<file path="src/rtl/wasm_fetch_buffer.sv">
// rtl/wasm_fetch_buffer.sv - byte-granular instruction fetch queue feeding a WASM decoder
// Fetches aligned words, realigns them into a circular byte queue and presents a 16-byte window.
module wasm_fetch_buffer #(
  parameter int DEPTH           = 32,
  parameter int MAX_OUTSTANDING = 2
) (
  input  logic        clk,
  input  logic        rst,
  output logic        mem_req_valid,
  output logic [31:0] mem_req_addr,
  input  logic        mem_req_ready,
  input  logic        mem_rsp_valid,
  input  logic [31:0] mem_rsp_data,
  input  logic        redirect_valid,
  input  logic [31:0] redirect_pc,
  input  logic        consume_valid,
  input  logic [7:0]  consume_len,
  output logic        valid_out,
  output logic [31:0] pc_out,
  output logic [7:0]  instr_bytes [16],
  output logic [3:0]  bytes_available
);
  localparam int PW = $clog2(DEPTH);
  localparam int CW = PW + 1;
  localparam int OW = $clog2(MAX_OUTSTANDING + 1);

  logic [7:0]    qmem [DEPTH];
  logic [PW-1:0] head;
  logic [PW-1:0] tail;
  logic [CW-1:0] count;
  logic [OW-1:0] outstanding;
  logic [OW-1:0] drop_cnt;
  logic [OW-1:0] out_next;
  logic [7:0]    skip_rem;
  logic [1:0]    align_skip;
  logic [31:0]   fetch_addr;
  logic          post_reset;

  logic          req_fire;
  logic          rsp_fire;
  logic          rsp_keep;
  logic          consume_ok;
  logic [31:0]   fill_level;
  logic [3:0]    skip_total;
  logic [2:0]    discard;
  logic [2:0]    kept_eff;
  logic [31:0]   total_bytes;

  // Reserve queue room for every word still in flight before issuing another.
  assign fill_level    = 32'(count) + (32'(outstanding) << 2) + 32'd4;
  assign mem_req_valid = !rst && (32'(outstanding) < 32'(MAX_OUTSTANDING))
                         && (fill_level <= 32'(DEPTH));
  assign mem_req_addr  = fetch_addr;

  assign req_fire   = mem_req_valid && mem_req_ready;
  assign rsp_fire   = mem_rsp_valid && !post_reset;
  assign rsp_keep   = rsp_fire && (drop_cnt == '0) && !redirect_valid;
  assign consume_ok = consume_valid && valid_out;
  assign out_next   = outstanding + OW'(req_fire) - OW'(rsp_fire);

  // Leading bytes of a word are discarded first for alignment, then for a pending long skip.
  always_comb begin
    skip_total  = {2'b00, align_skip} + ((skip_rem > 8'd4) ? 4'd4 : skip_rem[3:0]);
    discard     = (skip_total > 4'd4) ? 3'd4 : skip_total[2:0];
    kept_eff    = rsp_keep ? (3'd4 - discard) : 3'd0;
    total_bytes = 32'(count) + 32'(kept_eff);
  end

  assign valid_out       = (count >= CW'(16)) && (drop_cnt == '0) && (skip_rem == 8'd0);
  assign bytes_available = (count >= CW'(15)) ? 4'd15 : count[3:0];

  always_comb begin
    for (int i = 0; i < 16; i++) begin
      instr_bytes[i] = qmem[head + PW'(i)];
    end
  end

  always_ff @(posedge clk) begin
    if (!rst && rsp_keep) begin
      for (int j = 0; j < 4; j++) begin
        if (3'(j) >= discard) begin
          qmem[tail + PW'(j) - PW'(discard)] <= mem_rsp_data[8*j +: 8];
        end
      end
    end
  end

  always_ff @(posedge clk) begin
    if (rst) begin
      head        <= '0;
      tail        <= '0;
      count       <= '0;
      outstanding <= '0;
      drop_cnt    <= '0;
      skip_rem    <= 8'd0;
      align_skip  <= 2'b00;
      pc_out      <= 32'd0;
      fetch_addr  <= 32'd0;
      post_reset  <= 1'b1;
    end else begin
      post_reset  <= 1'b0;
      outstanding <= out_next;
      if (redirect_valid) begin
        head       <= tail;
        count      <= '0;
        pc_out     <= redirect_pc;
        fetch_addr <= {redirect_pc[31:2], 2'b00};
        align_skip <= redirect_pc[1:0];
        skip_rem   <= 8'd0;
        drop_cnt   <= out_next;
      end else begin
        if (req_fire) begin
          fetch_addr <= fetch_addr + 32'd4;
        end
        if (rsp_fire) begin
          if (drop_cnt != '0) begin
            drop_cnt <= drop_cnt - OW'(1);
          end else begin
            align_skip <= 2'b00;
            skip_rem   <= skip_rem - 8'(discard - {1'b0, align_skip});
          end
        end
        tail <= tail + PW'(kept_eff);
        // Consume sees the bytes of a same-cycle response, so a long skip also eats them.
        if (consume_ok) begin
          pc_out <= pc_out + 32'(consume_len);
          if (32'(consume_len) <= total_bytes) begin
            head  <= head + PW'(consume_len);
            count <= CW'(total_bytes - 32'(consume_len));
          end else begin
            head     <= tail + PW'(kept_eff);
            count    <= '0;
            skip_rem <= 8'(32'(consume_len) - total_bytes);
          end
        end else begin
          count <= count + CW'(kept_eff);
        end
      end
    end
  end
endmodule

</file>
<file path="config.mk">
export PLATFORM = sky130hd
export DESIGN_NAME = wasm_fetch_buffer
export DESIGN_NICKNAME = d
export VERILOG_FILES = /design/src/rtl/wasm_fetch_buffer.sv
export SDC_FILE = /design/constraint.sdc
export NUM_CORES = 2
export LEC_CHECK = 0
export BUFFER_PORTS_ARGS = -buffer_cell sky130_fd_sc_hd__buf_2
export CORE_MARGIN = 3
export CORE_UTILIZATION = 41
export CTS_CLUSTER_DIAMETER = 60
export DETAILED_ROUTE_END_ITERATION = 8
export SLEW_MARGIN = 20
export SYNTH_ARGS = -nofsm -noshare
export SYNTH_HDL_FRONTEND = slang
export SYNTH_SLANG_ARGS = --single-unit
</file>
<file path="constraint.sdc">
create_clock -name clk -period 8.8 [get_ports clk]
set_input_delay 1.32 -clock clk [delete_from_list [all_inputs] [get_ports clk]]
set_output_delay 1.32 -clock clk [all_outputs]
set_load 0.01 [all_outputs]
</file>
==> Yosys cells after proc, flatten, opt, wreduce, memory -nomap -nowiden <==
Memory sizes are Yosys's and may differ from the RTL's. A register that Yosys moved wholly into a read port is not among the register bits.
Index checks and enable logic that the tools add are counted.
{ "classes": {"n_addsub": 39, "n_lt_le_gt_ge": 11, "eq_ne": 1, "muxes": 38, "reduce_logical": 23} }
{ "op_table": {"columns": ["cell", "count"], "rows": [
  ["two-way mux 32 bit", 4],
  ["adder 5 x 4 -> 5 bit (second input constant)", 8],
  ["adder 32 x 3 -> 32 bit (second input constant)", 1],
  ["adder 32 x 8 -> 32 bit", 1],
  ["two-way mux 8 bit", 4],
  ["two-way mux 5 bit", 5],
  ["adder 5 x 2 -> 5 bit (second input constant)", 4],
  ["adder 5 x 3 -> 5 bit (second input constant)", 4],
  ["subtractor 5 x 3 -> 5 bit", 4],
  ["two-way mux 1 bit", 13],
  ["two-way mux 2 bit", 6],
  ["two-way mux 6 bit", 2],
  ["adder 5 x 1 -> 5 bit (second input constant)", 2],
  ["logical AND 1 bit", 10],
  ["nonzero test 2 bit", 5],
  ["adder 7 x 3 -> 8 bit (second input constant)", 1],
  ["> comparator 8 x 3 -> 1 bit (second input constant)", 1],
  ["<= comparator 8 x 6 -> 1 bit (second input constant)", 1],
  ["<= comparator 8 x 7 -> 1 bit", 1],
  ["logical NOT 8 bit", 1],
  ["two-way mux 4 bit", 2],
  ["subtractor 8 x 7 -> 8 bit", 1],
  ["subtractor 8 bit", 1],
  ["adder 6 x 3 -> 7 bit", 1],
  ["23 further kinds", 29]
]} }
{ "word_totals": {"ff_bits": 95, "ram_bits": 256, "input_bits": 78, "output_inout_bits": 198, "wordCells": 124, "mem_count": 1} }
{ "mem_list": {"columns": ["memory", "depth", "width", "rd", "rd_clocked_by_memory_dff", "wr", "line_no", "rtl"], "rows": [
  ["qmem", 32, 8, 16, 1, 4, "27", "logic [7:0] qmem [DEPTH];"]
]} }

==> Logic depth before layout (Yosys ltp) <==
{ "depth": {"depth_word": 14, "ltp_mapped": 28, "ltp_nobuf": 25} }

==> Worst setup path before layout <==
OpenSTA, ideal clock, no wires.
{ "synth_timing": {"path_type": "reg-to-reg", "startpoint": "register skip_rem[7]", "endpoint": "register with a tool-made name", "setup_ns": 0.082, "t_arrival_ns": 5.631, "required_time_ns": 8.718, "setup_slack_ns": 3.087, "path_stages_with_launch": 25, "n_path_buf": 2, "period_less_slack_ns": 5.713, "cell_sequence": "dfxtp_1 nor4_4 and3_1 ha_1 a21oi_1 o311a_1 nor2_1 inv_1 buf_2 nand2_1 ha_1 ha_1 nor3_1 ha_1 xor2_1 inv_1 ha_1 clkbuf_1 a21o_1 a21oi_1 nor2_1 a221o_1 nand2_1 mux2_2 o22ai_1"} }
{ "synth_rtl": {"columns": ["item", "line_no", "rtl"], "rows": [
  ["start: declaration", "34", "logic [7:0] skip_rem;"],
  ["start signal: assignment", "120", "skip_rem <= skip_rem - 8'(discard - {1'b0, align_skip});"],
  ["start signal: assignment", "133", "skip_rem <= 8'(32'(consume_len) - total_bytes);"]
]} }

==> out/qor.txt <==
Data required, critical path -> 9.02 ns
routability-driven placement congestion ratio -> 1.052
Max Cap Viol -> 0
final period utilization -> 0.7814
# setup viols final -> 0
Synth Flop Type -> edfxtp_1
final setup TNS -> 0 ns
RSZ-0062 raised after global routing -> false
dpl hpwl -> 128600 µm
post-synthesis cell area -> 0.03861 mm²
Leak -> 14.91 nW
Final min period -> 6.876 ns
area occupied by multi-input gates -> 0.02744 mm²
Routed WL -> 175400 µm
Crit Path Max Fanout -> 15
layout cells sized above 1 -> 0.3080
status -> complete, no violations
initial antenna violation count -> 15
hold buffers post-CTS -> 0
Max Clk Rate -> 0.1454 GHz
clk_skew -> 0.01770 ns
max_slew headroom -> 0.1626
WHS -> 0.5163 ns
WP data arrival -> 7.10 ns
# IOs -> 276
die area -> 0.09790 mm²
number of global-route vias before repair -> 32100
asr flop ratio synth -> 0
Max clock buf depth -> 3
flop2flop setup slack -> 1.92 ns
clk slew on worst S/H paths -> 0.06 ns
TritonCTS clock tree -> yes
Power Dens Cells -> 123.8 mW/mm²
PostCTS Resize Cnt -> 0
DIE HEIGHT -> 312.9 µm
EDFF count, synth -> 256
WS Path Type -> flip-flop to flip-flop
Post-CTS Setup Inserts -> 0
global route total overflow -> 0
final hold viol count -> 0
VDD IR max -> 0.1424 mV
wire per inst -> 34.53 µm
Power, Total -> 0.005267 W
hold path cells -> 2
Final ANT Viol Nets -> 0
Rows -> 111
drc violations -> 0
final core occ -> 0.4599
largest net degree at the start of global routing -> 147
gr usage total -> 0.3453
Worst setup EP type -> flip-flop
H-tree levels -> 2
clk sinks -> 354
Seq/Total Area, Yosys -> 0.2499
Die X -> 312.9 µm
global-route wire length before repair -> 244300 µm
root buffer cell -> clkbuf_16
initial core utilization -> 0.4175
Ys Warns -> 0
Port Buffers -> 273
worst reg2reg path depth -> 21
worst-margin pin slew -> 1.251 ns
worst hold-check path type -> flip-flop to flip-flop
vias per inst -> 6.918
core region area -> 0.09250 mm²
Mapped Cells -> 3729
placed cell count -> 4985
DR vias -> 35130
total CTS buffers -> 45
fin cells -> 5079
CP startpoint kind -> flip-flop
Syn Area/Cell -> 10.36 µm²
Slew Limit Fails -> 0
storage element area -> 0.009666 mm²
initial DRC count -> 5472
Syn-to-layout area delta -> 10.17%
Layout Nets -> 3958
filler instances -> 8708
first drt pass iteration count -> 6
worst skew pair latency -> 0.58 ns
Synth Register Bits -> 354
number of distinct library cells after synthesis -> 91
==> worst max-delay path, stage by stage (launching register included) <==
cell and delay, ns:
dfxtp_1 0.35, nor4_4 0.36, nand2_1 0.14, nor2_1 0.11, ha_1 0.19, fa_1 0.30, inv_1 0.07, and3_1 0.24
nor2_1 0.39, inv_1 0.36, nand2_1 0.22, inv_1 0.15, ha_1 0.36, inv_1 0.07, ha_1 0.23, fa_1 0.39
xnor2_1 0.22, nor2_1 0.97, nand3_1 0.62, mux2_2 0.45, mux2i_1 0.12, o21ai_0 0.20
==> cells in the final DEF, fill, tap and decap left out, drive strengths merged, types with 51 or more instances in the layout <==
cell type	Yosys	layout
a21oi	163	163
ha	76	76
mux2i	389	389
nor2	189	189
dfxtp	98	98
mux4	396	396
nand3	73	73
mux2	282	282
clkbuf	214	51
buf	122	348
xnor2	78	78
edfxtp	256	256
o22ai	92	92
inv	102	106
nand2	421	421
o21ai	268	268
==> where the power goes <==
group          total (W)  internal (W)  switching, W
logic            0.00147      0.000470       0.00100
clock network    0.00189       0.00108      0.000810
registers        0.00190       0.00184     0.0000669
==> path summary, 6_finish.rpt <==
| kind | end | from |
|---|---|---|
| setup / recovery | qmem[17][4]$_DFFE_PP_ | skip_rem[7]$_SDFF_PP0_ |
| hold reg to reg | pc_out[5]$_SDFFE_PP0N_ | pc_out[5]$_SDFFE_PP0N_ |
| hold / removal | pc_out[5]$_SDFFE_PP0N_ | pc_out[5]$_SDFFE_PP0N_ |
| setup reg to reg | qmem[17][4]$_DFFE_PP_ | skip_rem[7]$_SDFF_PP0_ |
==> layer usage <==
metal / GRT usage / vias to the layer above / share of wire / wire length, µm
li1: - / 14540 / - / -
met1: 0.4524 / 17170 / 0.36 / 63820
met2: 0.5034 / 2876 / 0.42 / 73790
met3: 0.1045 / 540 / 0.14 / 24700
met4: 0.2049 / 10 / 0.074 / 12990
met5: 0 / - / 0.00041 / 72
==> layout make-up <==
type,count,area share
antenna,11,0.0006470
clock inverter,32,0.007647
inverter,103,0.009088
sequential,354,0.2272
clock buffer,51,0.02797
tap,1243,0.03656
timing repair buffer,348,0.04594
multi-input combinational,2937,0.6450
==> state kept, by name (all words and copies together) (netlist names), named ones only <==
| signal | cells |
|---|---|
| count | 6 |
| post_reset | 1 |
| tail | 5 |
| mem_req_addr | 30 |
| drop_cnt | 2 |
| skip_rem | 8 |
| outstanding | 2 |
| head | 5 |
| pc_out | 32 |
| align_skip | 2 |
| qmem | 256 |
==> synth_stat cells (17+ instances only) <==
master	count	area, µm²
edfxtp_1	256	7687
buf_2	51	255.2
nand4_1	28	175.2
a21oi_1	163	815.8
nor2_1	180	675.7
o21ai_1	17	85.08
ha_1	76	950.9
nand3_1	61	305.3
nand2_1	421	1580
mux2i_1	389	3894
nor2b_1	40	250.2
o22ai_1	92	575.6
xnor2_1	77	674.4
a221oi_1	32	280.3
xor2_1	46	402.9
and2_1	26	162.7
o21ai_0	250	1251
inv_1	102	382.9
buf_1	65	244.0
mux4_2	396	8919
mux2_2	274	3085
o2111ai_1	20	175.2
nor3_1	35	175.2
a21boi_0	33	247.7
a211oi_1	42	315.3
clkbuf_1	213	799.5
dfxtp_1	98	1962
==> cell families (layout without fill, tap and decap cells) <==
logic type,Yosys count,after routing,synth area share
buffers and inverters,439,534,0.04514
XOR/XNOR,125,125,0.02890
multiplexers,1067,1067,0.4140
AO/OA/AOI/OAI,745,745,0.1192
other,1,13,0.00009711
adder cells (fa/ha/maj),92,92,0.03266
AND/OR/NAND/NOR,906,906,0.1101
flip-flops,354,354,0.2499
==> stage by stage <==
| stage | area, µm² | setup slack [ns] |
|---|---|---|
| floorplan | 38620 | 3.087 |
| global placement | 40950 | 2.253 |
| detailed placement | 40950 | 2.037 |
| CTS | 42460 | 2.010 |
| global route | 42520 | 1.528 |
| finish | 42540 | 1.924 |
No activity file was read; power rests on OpenSTA's default activity.
